**src/rtl/p_alu_pipe.sv**
```systemverilog
// p_alu_pipe: two-stage pipelined logic/arithmetic unit with valid/ready handshakes.
//
// Stage 1 registers an operand beat (A, B, Op). Stage 2 computes and registers
// Result/Carry/Zero. Back-pressure from Out_ready stalls stage 2 first, then stage 1.
// An optional internal accumulator serves opcode 101 (ACC).
//
// Parameters:
//   WIDTH   operand/result/accumulator width (>= 2)
//   ACC_EN  1 builds the accumulator; 0 turns ACC into PASS A and ignores Acc_clr
//
// Ports:
//   Clk        rising-edge clock
//   Rst_n      synchronous active-low reset
//   In_valid   operand beat valid
//   In_ready   unit can accept a beat this cycle
//   A, B       operands
//   Op         opcode, sampled with A/B
//   Acc_clr    synchronous accumulator clear
//   Out_valid  Result/Carry/Zero valid
//   Out_ready  consumer accepts result
//   Result     registered result
//   Carry      carry/borrow flag
//   Zero       Result == 0
module p_alu_pipe #(
    parameter int unsigned WIDTH  = 8,
    parameter int unsigned ACC_EN = 1
) (
    input  logic             Clk,
    input  logic             Rst_n,
    input  logic             In_valid,
    output logic             In_ready,
    input  logic [WIDTH-1:0] A,
    input  logic [WIDTH-1:0] B,
    input  logic [2:0]       Op,
    input  logic             Acc_clr,
    output logic             Out_valid,
    input  logic             Out_ready,
    output logic [WIDTH-1:0] Result,
    output logic             Carry,
    output logic             Zero
);

    localparam logic [2:0] OpXor  = 3'b000;
    localparam logic [2:0] OpOr   = 3'b001;
    localparam logic [2:0] OpAnd  = 3'b010;
    localparam logic [2:0] OpAdd  = 3'b011;
    localparam logic [2:0] OpSub  = 3'b100;
    localparam logic [2:0] OpAcc  = 3'b101;
    localparam logic [2:0] OpPass = 3'b110;
    localparam logic [2:0] OpNor  = 3'b111;

    // Stage 1 state
    logic             s1_valid_q;
    logic [WIDTH-1:0] s1_a_q;
    logic [WIDTH-1:0] s1_b_q;
    logic [2:0]       s1_op_q;

    // Stage 2 state
    logic             out_valid_q;
    logic [WIDTH-1:0] result_q;
    logic             carry_q;
    logic             zero_q;

    logic [WIDTH-1:0] acc_q;
    logic [WIDTH-1:0] acc_d;
    logic [WIDTH-1:0] acc_base;

    logic             adv2;
    logic             accept;
    logic             commit;
    logic [WIDTH-1:0] result_d;
    logic             carry_d;
    logic             zero_d;
    logic [WIDTH:0]   sum;

    // Stage 2 can take new content when it is empty or its beat leaves this cycle.
    assign adv2     = !out_valid_q || Out_ready;
    assign In_ready = Rst_n && (!s1_valid_q || adv2);
    assign accept   = In_valid && In_ready;
    assign commit   = s1_valid_q && adv2;

    // A clear coincident with an ACC commit takes effect before the add.
    assign acc_base = ((ACC_EN != 0) && Acc_clr) ? '0 : acc_q;

    always_comb begin
        result_d = '0;
        carry_d  = 1'b0;
        sum      = '0;
        unique case (s1_op_q)
            OpXor:  result_d = s1_a_q ^ s1_b_q;
            OpOr:   result_d = s1_a_q | s1_b_q;
            OpAnd:  result_d = s1_a_q & s1_b_q;
            OpAdd: begin
                sum      = {1'b0, s1_a_q} + {1'b0, s1_b_q};
                result_d = sum[WIDTH-1:0];
                carry_d  = sum[WIDTH];
            end
            OpSub: begin
                // The extra top bit of the widened difference is the unsigned borrow.
                sum      = {1'b0, s1_a_q} - {1'b0, s1_b_q};
                result_d = sum[WIDTH-1:0];
                carry_d  = sum[WIDTH];
            end
            OpAcc: begin
                if (ACC_EN != 0) begin
                    sum      = {1'b0, acc_base} + {1'b0, s1_a_q};
                    result_d = sum[WIDTH-1:0];
                    carry_d  = sum[WIDTH];
                end else begin
                    result_d = s1_a_q;
                end
            end
            OpPass: result_d = s1_a_q;
            OpNor:  result_d = ~(s1_a_q | s1_b_q);
            default: result_d = '0;
        endcase
        zero_d = (result_d == '0);
    end

    // Accumulator only moves on a committing ACC beat; a stalled beat never touches it.
    always_comb begin
        acc_d = '0;
        if (ACC_EN != 0) begin
            if (commit && (s1_op_q == OpAcc)) begin
                acc_d = result_d;
            end else begin
                acc_d = acc_base;
            end
        end
    end

    always_ff @(posedge Clk) begin
        if (!Rst_n) begin
            s1_valid_q  <= 1'b0;
            s1_a_q      <= '0;
            s1_b_q      <= '0;
            s1_op_q     <= OpXor;
            out_valid_q <= 1'b0;
            result_q    <= '0;
            carry_q     <= 1'b0;
            zero_q      <= 1'b0;
            acc_q       <= '0;
        end else begin
            if (accept) begin
                s1_valid_q <= 1'b1;
                s1_a_q     <= A;
                s1_b_q     <= B;
                s1_op_q    <= Op;
            end else if (commit) begin
                s1_valid_q <= 1'b0;
            end
            if (adv2) begin
                out_valid_q <= s1_valid_q;
            end
            if (commit) begin
                result_q <= result_d;
                carry_q  <= carry_d;
                zero_q   <= zero_d;
            end
            acc_q <= acc_d;
        end
    end

    assign Out_valid = out_valid_q;
    assign Result    = result_q;
    assign Carry     = carry_q;
    assign Zero      = zero_q;

endmodule

```
**config.mk**
```make
export PLATFORM = sky130hd
export DESIGN_NAME = p_alu_pipe
export DESIGN_NICKNAME = d
export VERILOG_FILES = /design/src/rtl/p_alu_pipe.sv
export SDC_FILE = /design/constraint.sdc
export NUM_CORES = 1
export LEC_CHECK = 0
export ABC_CLOCK_PERIOD_IN_PS = 2700
export CAP_MARGIN = 15
export CORE_ASPECT_RATIO = 1.4
export CORE_MARGIN = 5
export CORE_UTILIZATION = 55
export DETAILED_ROUTE_END_ITERATION = 16
export GPL_ROUTABILITY_DRIVEN = 0
export PLACE_DENSITY = 0.87
export RECOVER_POWER = 50
export SKIP_LAST_GASP = 1
export SYNTH_ARGS = -nofsm -noshare
export SYNTH_HDL_FRONTEND = slang
export SYNTH_SLANG_ARGS = --single-unit
```
**constraint.sdc**
```tcl
create_clock -name Clk -period 2.7 [get_ports Clk]
set_input_delay 0.27 -clock Clk [delete_from_list [all_inputs] [get_ports Clk]]
set_output_delay 0.27 -clock Clk [all_outputs]
set_load 0.05 [all_outputs]
```
==> impl_results.md <==
* Status: finished with violations
* Failing checks: capacitance limit
* Chip height at 99.6 um
* Die width at 74.0 um
* # diodes at 0
* Fin util at 67.0%
* Post-synth ARST share at 0%
* Critical path type: flop to flop
* Grt ovf at 0
* Port bufs at 35
* Vias per cell at 6.14
* Synthesized Nets at 448
* Vias in the first global route at 2949
* Net Sw Frac at 34.6%
* Crit path capture type: flop
* Lkg Pwr at 1.54 nW
* Share of cells above drive strength 1 at 10.7%
* Initial antenna violation count at 0
* Slew HR at 0.235%
* Die area at 7370 um2
* Synth cell types at 60
* Sequential-to-total area share from yosys stat at 24.7%
* I/O pins at 36
* Largest net degree at the start of global routing at 39
* Post-Syn Instances at 387
* Core footprint at 5570 um2
* Num Clock Sinks at 39
* Reg area at 781 um2
* Clk network pwr share at 26.7%
* Clock Pin Slew Worst Setup and Hold Paths at 0.08 ns
* Htree depth at 2
* Hold_sp: Result[1]$_SDFFE_PN0P_
* Layout area overhead at 18.1%
* Post-CTS Hold Fix Bufs at 0
* ANT nets after route at 0
* Mapped cell area at 3160 um2
* Flop2flop setup slack at 0.04 ns
* Tcrit/Tclk final at 98.5%
* Setup TNS at 0 ns
* Fmax at 376 MHz
* Initial DRC count at 215
* Hold crit path type: flop to flop
* CTS tree: yes
* Ys Warns at 0
* Slew Limit Fails at 0
* Final hold slack at 0.456 ns
* CTS buffer count at 5
* Gr usage total at 22.8%
* DR vias at 3043
* Worst VDD drop at 0.000320 V
* Int Power at 1.08 mW
* #FFs+latches synth at 39
* Final setup margin at 0.0415 ns
* Sequential power share at 39.1%
* CP Max Fanout at 6
* Std cell rows at 32
* Combined area of the multi-input logic cells at 2170 um2
* Clock Tree Root: clkbuf_8
* Number of synthesized flops with an enable pin at 0
* Fin crit period at 2.66 ns
* Main flop type after synthesis: dfxtp_1
* Power Total at 1.66 mW
* Final-stage net count at 488
* Syn_area_per_cell at 8.15 um2
* Crit path DAT at 2.87 ns
* Max-cap check violation count at 1
* Initial Util at 56.7%
* Commonest non-fill, non-tap cell in the layout: dfxtp_1
* WL per Instance at 16.3 um
* TritonRoute pass-1 iters at 4
* Crit. Startpoint: s1_a_q[2]$_SDFFE_PN0P_
* Place WS at -0.0740 ns
* Worst-Margin Slew at 1.50 ns
* Worst flop-to-flop path startpoint: s1_a_q[2]$_SDFFE_PN0P_
* Clk_lat worst skew at 0.30 ns
* Most frequent cells in the layout: 39 x dfxtp_1, 34 x nand2_1, 34 x ha_1, 33 x nor2_1, 25 x inv_1
* Fillers at 445
* Setup-failing EPs final at 0
* Final-report hold violation count at 0
* Drt total wl at 8060 um
* Max Root-Sink Buffers at 2
* Startpoint Class: flop
* Clock Skew at 0.00899 ns
* First-pass GRT wire length at 13400 um
* Net Switching at 573 uW
* Pwr/cell area at 444 nW/um2
* Combinational Power Share at 34.2%
* # DRC at 0
* Detail Placement HPWL at 6150 um
* Worst Path Required at 2.91 ns
worst max-delay path: stages (launching register included):
cell and delay (ns):
dfxtp_1 0.47, inv_1 0.12, ha_1 0.41, nor3_2 0.27, nor3_2 0.10, o31ai_2 0.33
mux2i_1 0.28, o221ai_1 0.16, a21o_1 0.20, o31ai_2 0.24
state kept, by name, indices dropped and copies added, names as in the netlist:
| name | flops |
|---|---|
| Carry | 1 |
| Out_valid | 1 |
| Result | 8 |
| Zero | 1 |
| acc_q | 8 |
| s1_a_q | 8 |
| s1_b_q | 8 |
| s1_op_q | 3 |
| s1_valid_q | 1 |
cells by family (layout without fill, tap and decap cells):
group	count (synthesis)	in the layout	share of synthesized area [%]
mux	13	13	4.12
buf+inv	50	91	7.22
xor+xnor	10	10	2.78
compound gates	118	118	27.4
fa+ha+maj	37	37	15.4
simple gates	120	120	18.3
flops	39	39	24.7
repair_timing:
action / 4_1_cts / 5_1_grt
gates resized for setup: 0 / 8
endpoints found under the setup margin: 0 / 4
buffers inserted: 0 / 1
power groups by stage:
| stage | Clock, mW | Sequential, mW | Combinational, mW |
|---|---|---|---|
| 2_1_floorplan | 0 | 0.683 | 0.358 |
| 3_5_place_dp | 0 | 0.661 | 0.548 |
| 5_1_grt | 0.466 | 0.653 | 0.613 |
| 3_3_place_gp | 0 | 0.657 | 0.532 |
| 6_report | 0.442 | 0.648 | 0.566 |
| 4_1_cts | 0.444 | 0.647 | 0.554 |
layer usage:
layer,vias to the layer above,track usage (%),wire length (um)
met5,-,0,0
met4,0,13.8,428
met3,44,3.84,451
met2,126,39.4,3950
met1,1399,25.2,3240
li1,1474,-,-
area by class of cell:
| cell class | count | share of cell area [%] |
|---|---|---|
| Multi-Input combinational cell | 298 | 58.2 |
| Inverter | 28 | 2.82 |
| Sequential cell | 39 | 20.9 |
| Clock buffer | 8 | 2.69 |
| Tap cell | 68 | 2.28 |
| Timing Repair Buffer | 55 | 13.1 |
metrics by stage:
stage               std cells  cell area (um2)
CTS                       495             3720
detailed placement        487             3620
finish                    496             3730
global placement          487             3620
floorplan                 387             3160
global route              496             3730
final timing paths:
path | end | cells after the start
worst max-delay path | Zero$_SDFFE_PN0P_ | 9
worst min-delay path | Result[1]$_SDFFE_PN0P_ | 2
worst max register to register | Zero$_SDFFE_PN0P_ | 9
worst min register to register | Result[1]$_SDFFE_PN0P_ | 2
cell usage after synthesis, types with 3 or more instances:
cell type  count  area share (%)
a211oi_1      14             3.3
a21oi_1       22             3.5
a31oi_1        6             1.2
and3_1         4            0.79
buf_2         11             1.7
buf_6          3             1.1
clkbuf_1       7            0.83
dfxtp_1       39              25
fa_1           3             1.9
ha_1          34              13
inv_1         25             3.0
inv_2          3            0.36
mux2i_1       13             4.1
nand2_1       34             4.0
nand2b_1       5            0.99
nand3_1        4            0.63
nor2_1        33             3.9
nor2b_1       12             2.4
nor3_1        14             2.2
o211a_1        4             1.3
o21ai_0       14             2.2
o21ai_1        4            0.63
o22ai_1        4            0.79
o31ai_1       19             4.5
xnor2_1        7             1.9
xor2_1         3            0.83
Note: power is estimated with default switching activity, not from simulation.
